File: src/rtl/nibble_serial_add_sched_pkg.sv
// Shared types and constants for the nibble-serial add/subtract scheduler.
package nibble_serial_add_sched_pkg;

    localparam int NIBBLE = 4;

    typedef enum logic [1:0] {
        IDLE = 2'd0,
        RUN  = 2'd1,
        RESP = 2'd2
    } state_t;

    typedef logic req_id_t;

    function automatic logic carry_next(input logic g, input logic p, input logic cin);
        return g | (p & cin);
    endfunction

endpackage

File: src/rtl/nibble_serial_add_sched_cla4_slice.sv
// 4-bit carry-lookahead slice: nibble sum plus group propagate/generate.
module cla4_slice (
    input  logic [3:0] a,
    input  logic [3:0] b,
    input  logic       cin,
    output logic [3:0] sum,
    output logic       p,
    output logic       g
);

    logic [3:0] gi_s;
    logic [3:0] pi_s;
    logic [3:0] c_s;

    // Lookahead carries are expanded so no ripple path exists inside the slice
    always_comb begin
        gi_s   = a & b;
        pi_s   = a ^ b;
        c_s[0] = cin;
        c_s[1] = gi_s[0] | (pi_s[0] & cin);
        c_s[2] = gi_s[1] | (pi_s[1] & gi_s[0]) | (pi_s[1] & pi_s[0] & cin);
        c_s[3] = gi_s[2] | (pi_s[2] & gi_s[1]) | (pi_s[2] & pi_s[1] & gi_s[0])
               | (pi_s[2] & pi_s[1] & pi_s[0] & cin);
        sum    = pi_s ^ c_s;
        p      = &pi_s;
        g      = gi_s[3] | (pi_s[3] & gi_s[2]) | (pi_s[3] & pi_s[2] & gi_s[1])
               | (pi_s[3] & pi_s[2] & pi_s[1] & gi_s[0]);
    end

endmodule

File: src/rtl/nibble_serial_add_sched.sv
// Two-requester add/subtract unit: round-robin grant, one nibble per cycle
// through a shared CLA slice, then a held response until the consumer takes it.
module nibble_serial_add_sched
    import nibble_serial_add_sched_pkg::*;
#(
    parameter int WIDTH = 16
) (
    input  logic             clk,
    input  logic             rst_n,
    input  logic             req0_valid,
    input  logic             req1_valid,
    output logic             req0_ready,
    output logic             req1_ready,
    input  logic [WIDTH-1:0] req0_a,
    input  logic [WIDTH-1:0] req0_b,
    input  logic [WIDTH-1:0] req1_a,
    input  logic [WIDTH-1:0] req1_b,
    input  logic             req0_sub,
    input  logic             req1_sub,
    output logic             rsp_valid,
    input  logic             rsp_ready,
    output logic             rsp_id,
    output logic [WIDTH-1:0] rsp_sum,
    output logic             rsp_cout,
    output logic             rsp_ovf,
    output logic             rsp_zero
);

    localparam int NIB_CNT = WIDTH / NIBBLE;
    localparam int IDX_W   = $clog2(NIB_CNT);
    localparam logic [IDX_W-1:0] IDX_LAST = IDX_W'(NIB_CNT - 1);

    state_t            state_r, state_nx_s;
    logic [WIDTH-1:0]  a_r, b_r, sum_r, sum_nx_s;
    logic [WIDTH-1:0]  sel_a_s, sel_b_s;
    logic              sel_sub_s;
    logic [IDX_W-1:0]  idx_r;
    logic              carry_r, nib_cout_s;
    req_id_t           id_r, last_gnt_r, gnt_s;
    logic              accept_s;
    logic              rsp_valid_r, cout_r, ovf_r, zero_r;
    logic [3:0]        nib_sum_s;
    logic              grp_p_s, grp_g_s;

    cla4_slice u_cla4_slice (
        .a   (a_r[NIBBLE-1:0]),
        .b   (b_r[NIBBLE-1:0]),
        .cin (carry_r),
        .sum (nib_sum_s),
        .p   (grp_p_s),
        .g   (grp_g_s)
    );

    // Arbitration, ready generation and next-state selection
    always_comb begin
        state_nx_s = state_r;
        accept_s   = 1'b0;
        req0_ready = 1'b0;
        req1_ready = 1'b0;
        if (req0_valid && req1_valid) begin
            gnt_s = ~last_gnt_r;
        end else if (req1_valid) begin
            gnt_s = 1'b1;
        end else begin
            gnt_s = 1'b0;
        end
        case (state_r)
            IDLE: begin
                if (req0_valid || req1_valid) begin
                    accept_s   = 1'b1;
                    req0_ready = ~gnt_s;
                    req1_ready = gnt_s;
                    state_nx_s = RUN;
                end else begin
                    state_nx_s = IDLE;
                end
            end
            RUN: begin
                if (idx_r == IDX_LAST) begin
                    state_nx_s = RESP;
                end else begin
                    state_nx_s = RUN;
                end
            end
            RESP: begin
                if (rsp_ready) begin
                    state_nx_s = IDLE;
                end else begin
                    state_nx_s = RESP;
                end
            end
            default: state_nx_s = IDLE;
        endcase
    end

    // Operand select for the granted requester and next shifted sum
    always_comb begin
        sel_a_s    = gnt_s ? req1_a   : req0_a;
        sel_b_s    = gnt_s ? req1_b   : req0_b;
        sel_sub_s  = gnt_s ? req1_sub : req0_sub;
        nib_cout_s = carry_next(grp_g_s, grp_p_s, carry_r);
        sum_nx_s   = {nib_sum_s, sum_r[WIDTH-1:NIBBLE]};
    end

    // FSM state register
    always_ff @(posedge clk or negedge rst_n) begin
        if (!rst_n) begin
            state_r <= IDLE;
        end else begin
            state_r <= state_nx_s;
        end
    end

    // Datapath: operands shift right one nibble per RUN cycle, sum fills from the top
    always_ff @(posedge clk or negedge rst_n) begin
        if (!rst_n) begin
            a_r         <= '0;
            b_r         <= '0;
            sum_r       <= '0;
            idx_r       <= '0;
            carry_r     <= 1'b0;
            id_r        <= 1'b0;
            last_gnt_r  <= 1'b1;
            rsp_valid_r <= 1'b0;
            cout_r      <= 1'b0;
            ovf_r       <= 1'b0;
            zero_r      <= 1'b0;
        end else begin
            case (state_r)
                IDLE: begin
                    if (accept_s) begin
                        a_r        <= sel_a_s;
                        b_r        <= sel_b_s ^ {WIDTH{sel_sub_s}};
                        carry_r    <= sel_sub_s;
                        id_r       <= gnt_s;
                        last_gnt_r <= gnt_s;
                        idx_r      <= '0;
                    end
                end
                RUN: begin
                    a_r     <= {{NIBBLE{1'b0}}, a_r[WIDTH-1:NIBBLE]};
                    b_r     <= {{NIBBLE{1'b0}}, b_r[WIDTH-1:NIBBLE]};
                    sum_r   <= sum_nx_s;
                    carry_r <= nib_cout_s;
                    idx_r   <= idx_r + IDX_W'(1);
                    if (idx_r == IDX_LAST) begin
                        rsp_valid_r <= 1'b1;
                        cout_r      <= nib_cout_s;
                        // Carry into the MSB is recovered from the MSB sum bit
                        ovf_r       <= nib_cout_s ^ (a_r[NIBBLE-1] ^ b_r[NIBBLE-1] ^ nib_sum_s[NIBBLE-1]);
                        zero_r      <= ~|sum_nx_s;
                    end
                end
                RESP: begin
                    if (rsp_ready) begin
                        rsp_valid_r <= 1'b0;
                    end
                end
                default: begin
                    rsp_valid_r <= 1'b0;
                end
            endcase
        end
    end

    assign rsp_valid = rsp_valid_r;
    assign rsp_id    = id_r;
    assign rsp_sum   = sum_r;
    assign rsp_cout  = cout_r;
    assign rsp_ovf   = ovf_r;
    assign rsp_zero  = zero_r;

endmodule

File: config.mk
export PLATFORM = sky130hd
export DESIGN_NAME = nibble_serial_add_sched
export DESIGN_NICKNAME = d
export VERILOG_FILES = /design/src/rtl/nibble_serial_add_sched_pkg.sv /design/src/rtl/nibble_serial_add_sched_cla4_slice.sv /design/src/rtl/nibble_serial_add_sched.sv
export SDC_FILE = /design/constraint.sdc
export NUM_CORES = 1
export LEC_CHECK = 0
export CAP_MARGIN = 10
export CORE_MARGIN = 2
export CORE_UTILIZATION = 50
export CTS_CLUSTER_SIZE = 30
export DETAILED_ROUTE_END_ITERATION = 6
export PLACE_DENSITY = 0.85
export SLEW_MARGIN = 20
export SYNTH_ARGS = -nofsm -noshare
export SYNTH_HDL_FRONTEND = slang
export SYNTH_SLANG_ARGS = --single-unit
export TNS_END_PERCENT = 100
File: constraint.sdc
create_clock -name clk -period 3.5 [get_ports clk]
set_clock_uncertainty 0.05 [all_clocks]
set_input_delay 0.7 -clock clk [delete_from_list [all_inputs] [get_ports clk]]
set_output_delay 0.7 -clock clk [all_outputs]
set_load 0.01 [all_outputs]
==> results of run 1 <==
cell usage after synthesis (2+ instances only):
cell and count:
a22oi_1 24, a21oi_1 2, ha_1 5, xnor2_1 18, nor2b_1 2, clkbuf_1 14, o21ai_1 17, nand2_1 51
o21ai_0 26, nor2_1 7, inv_1 4, nor4_1 2, a21o_1 2, buf_6 2, mux2i_1 33, nand3_1 10
dfrtp_1 58, buf_2 2
flip-flops by register name, summed over array words and instances (netlist names), 2 cells and up:
name	cells
b_r	16
state_r	2
idx_r	2
rsp_sum	16
a_r	16
cell families (layout without fill, tap and decap cells):
logic type               after synthesis  count (layout)
adder cells (fa/ha/maj)                6               6
AO/OA/AOI/OAI                         77              77
XOR/XNOR                              19              19
flip-flops                            59              59
buffers and inverters                 23             120
AND/OR/NAND/NOR                       75              75
multiplexers                          34              34
through the flow:
| step | hold WS (ns) | setup slack [ns] | cell area (µm²) | total power, mW | std cells |
|---|---|---|---|---|---|
| 4_1_cts | 0.4375 | 0.4106 | 4204 | 3.470 | 465 |
| 6_report | 0.3340 | 0.4161 | 4209 | 3.442 | 465 |
| 3_3_place_gp | 0.4082 | 0.4289 | 3971 | 2.646 | 449 |
| 2_1_floorplan | 0.3544 | 1.034 | 2977 | 2.147 | 293 |
| 3_5_place_dp | 0.4211 | 0.4120 | 3971 | 2.727 | 449 |
| 5_1_grt | 0.3970 | 0.3493 | 4209 | 3.714 | 465 |
critical path: stages:
cell             delay (ns)
clkdlybuf4s50_1        0.56
a21bo_2                0.26
nor3_1                 0.13
buf_4                  0.15
clkdlybuf4s50_1        0.53
layout make-up:
class	instances	area (µm²)
timing repair buffer	100	980.9
multi-input combinational	211	1409
sequential	59	1478
fill	413	1642
clock buffer	10	127.6
inverter	4	15.01
clock inverter	6	105.1
tap	75	93.84
layout by cell type, fill, tap and decap left out, types with 9 or more instances in the layout:
cell type,instances
nand3_1,10
dfrtp_1,58
o21ai_1,16
nand2_1,50
mux2i_1,33
a22oi_1,24
xnor2_1,18
clkbuf_8,9
o21ai_0,26
clkdlybuf4s50_1,92
where the power goes:
| part | switching [mW] | total [mW] | internal [mW] |
|---|---|---|---|
| Combinational | 0.780 | 1.48 | 0.699 |
| Clock | 0.262 | 0.731 | 0.469 |
| Sequential | 0.240 | 1.23 | 0.991 |
metal layers:
metal	vias to the layer above	routed length [µm]	global-route usage
met5	-	0	0
met4	0	96	0.1237
met3	9	457	0.05111
met2	103	3294	0.3471
met1	1177	2823	0.2993
li1	1216	-	-
worst max path at each step:
stage	slack [ns]	depth (start not counted)	end
floorplan	1.03	5	req0_ready
global placement	0.43	5	req1_ready
detailed placement	0.41	5	req1_ready
CTS	0.41	5	req1_ready
global route	0.35	5	req1_ready
finish	0.42	5	req1_ready
==> results.md, run 1 <==
- Status: finished, final reports clean
- FF-to-FF End: b_r[0]$_DFFE_PN0P_
- Nets: 462
- Reg clk slew, reported paths: roughly 0.06 ns
- Clk Latency, worst-skew pair: 0.34 ns
- CP Data Required Time: roughly 2.8 ns
- Final setup vio count: 0
- Hold-fix buffer count after cts: 0
- First-pass GRT wire length: 11160 µm
- Post-synthesis mux area share: 0.1185
- EDFF count, synth: 0
- DRC errors left: 0
- Total GRT Usage: 0.2267
- Final Cycle Share: 0.8811
- Largest area contributor in the netlist: dfrtp_1
- Pre-antenna DRT Iters: 5
- Post-synthesis cell type count: 32
- Die Wd: about 81 µm
- Area growth syn-to-layout: 41.40%
- Slew margin rel.: 0.5757
- Initial antenna violation count: 0
- CP startpoint: req1_valid
- Adder-cell share of the synthesized area: 0.02774
- Largest net degree at the start of global routing: 52
- CP endpoint kind: output port
- Slew of the pin with the lowest slew margin: between 0.6 and 0.7 ns
- Fin. max-slew vios: 0
- Worst Setup Start Kind: primary input
- DR vias/cell: 5.387
- Final wirelength: ~6700 µm
- CP Data Arrival Time: 2.33 ns
- Site row count: 28
- Cells on worst reg2reg path: 6
- H-tree depth: 3
- R2R Path Start: last_gnt_r$_DFFE_PN1P_
- Hold Crit Class: in2async
- Crit-path max FO: 3
- Share of cells above drive strength 1: 0.07692
- Simple-gate share of the synthesized area: 0.1051
- Max Freq: around 320 MHz
- Setup TNS: 0 ns
- Cells after Synth: ~300
- Number of I/O pins: 94
- Worst vdd ir: ~0.45 mV
- Max clock buf depth: 2
- Yosys top cell area share: 0.4876
- Vias in the first global route: 2408
- Main area contributors after synthesis: dfrtp_1 (49%), mux2i_1 (11%), nand2_1 (6.4%)
- Port bufs: 93
- Routed vias: 2505
- Clock root cell: clkbuf_8
- Largest family of logic cells by synthesized area: compound AO/OA/AOI/OAI gates
- Leak pwr: about 1.9 nW
- Synth Area per Inst: between 10 and 15 µm²
- Register area share after synthesis: 0.4964
- Mapped cell area: 2977 µm²
- Initial Util: 0.5088
- PwrDens: 817.8 nW/µm²
- Tmin final: around 3.1 ns
- Max Cap Viol: 0
- DRT iter0 DRCs: 156
- Yosys warns: 0
- Post-CTS Setup Inserts: 0
- Cts repair resizes: 0
- Clock sink count: just under 60
- Ys async rst share: 1.000
- Final hold vios: 0
- TritonCTS Buffers: 9
- Synth Area in XOR/XNOR: 0.05591
- DIE AREA: 6586 µm²
- Syn nets: 370
- Fin util: 0.7194
- Routed len/inst: around 14 µm
- RSZ-0062 raised after global routing: no
- Antenna Cells: 0
- Post-DRT Antenna Nets: 0
- Die Span Y: a little over 80 µm
- Post-DP HPWL: approximately 4800 µm
- Worst Setup Path Type: in2out
- #FFs+latches synth: 59
- CORE AREA: just under 6000 µm²
- Area fraction in compound gates after synthesis: 0.1602
- GR Overflow Total: 0
- Routability-driven placement congestion ratio: approximately 0.77
- Commonest register cell after synthesis: dfrtp_1
- CTS tree: yes
- Worst reg2reg setup slack: 1.27 ns
Power figures use the tool's default switching activity.
==> inputs of run 2 (changes only) <==
--- a/config.mk
+++ b/config.mk
@@ -8,7 +8,7 @@
 export CAP_MARGIN = 10
 export CORE_MARGIN = 2
 export CORE_UTILIZATION = 50
-export CTS_CLUSTER_SIZE = 30
+export CTS_CLUSTER_SIZE = 14
 export DETAILED_ROUTE_END_ITERATION = 6
 export PLACE_DENSITY = 0.85
 export SLEW_MARGIN = 20
==> results of run 2 <==
Same layout as run 1: the final DEF is identical, and so are final timing and power.
==> inputs of run 3 (changes only) <==
--- a/config.mk
+++ b/config.mk
@@ -5,7 +5,6 @@
 export SDC_FILE = /design/constraint.sdc
 export NUM_CORES = 1
 export LEC_CHECK = 0
-export CAP_MARGIN = 10
 export CORE_MARGIN = 2
 export CORE_UTILIZATION = 50
 export CTS_CLUSTER_SIZE = 14
==> results of run 3 <==
Same layout as run 1: the final DEF is identical, and so are final timing and power.
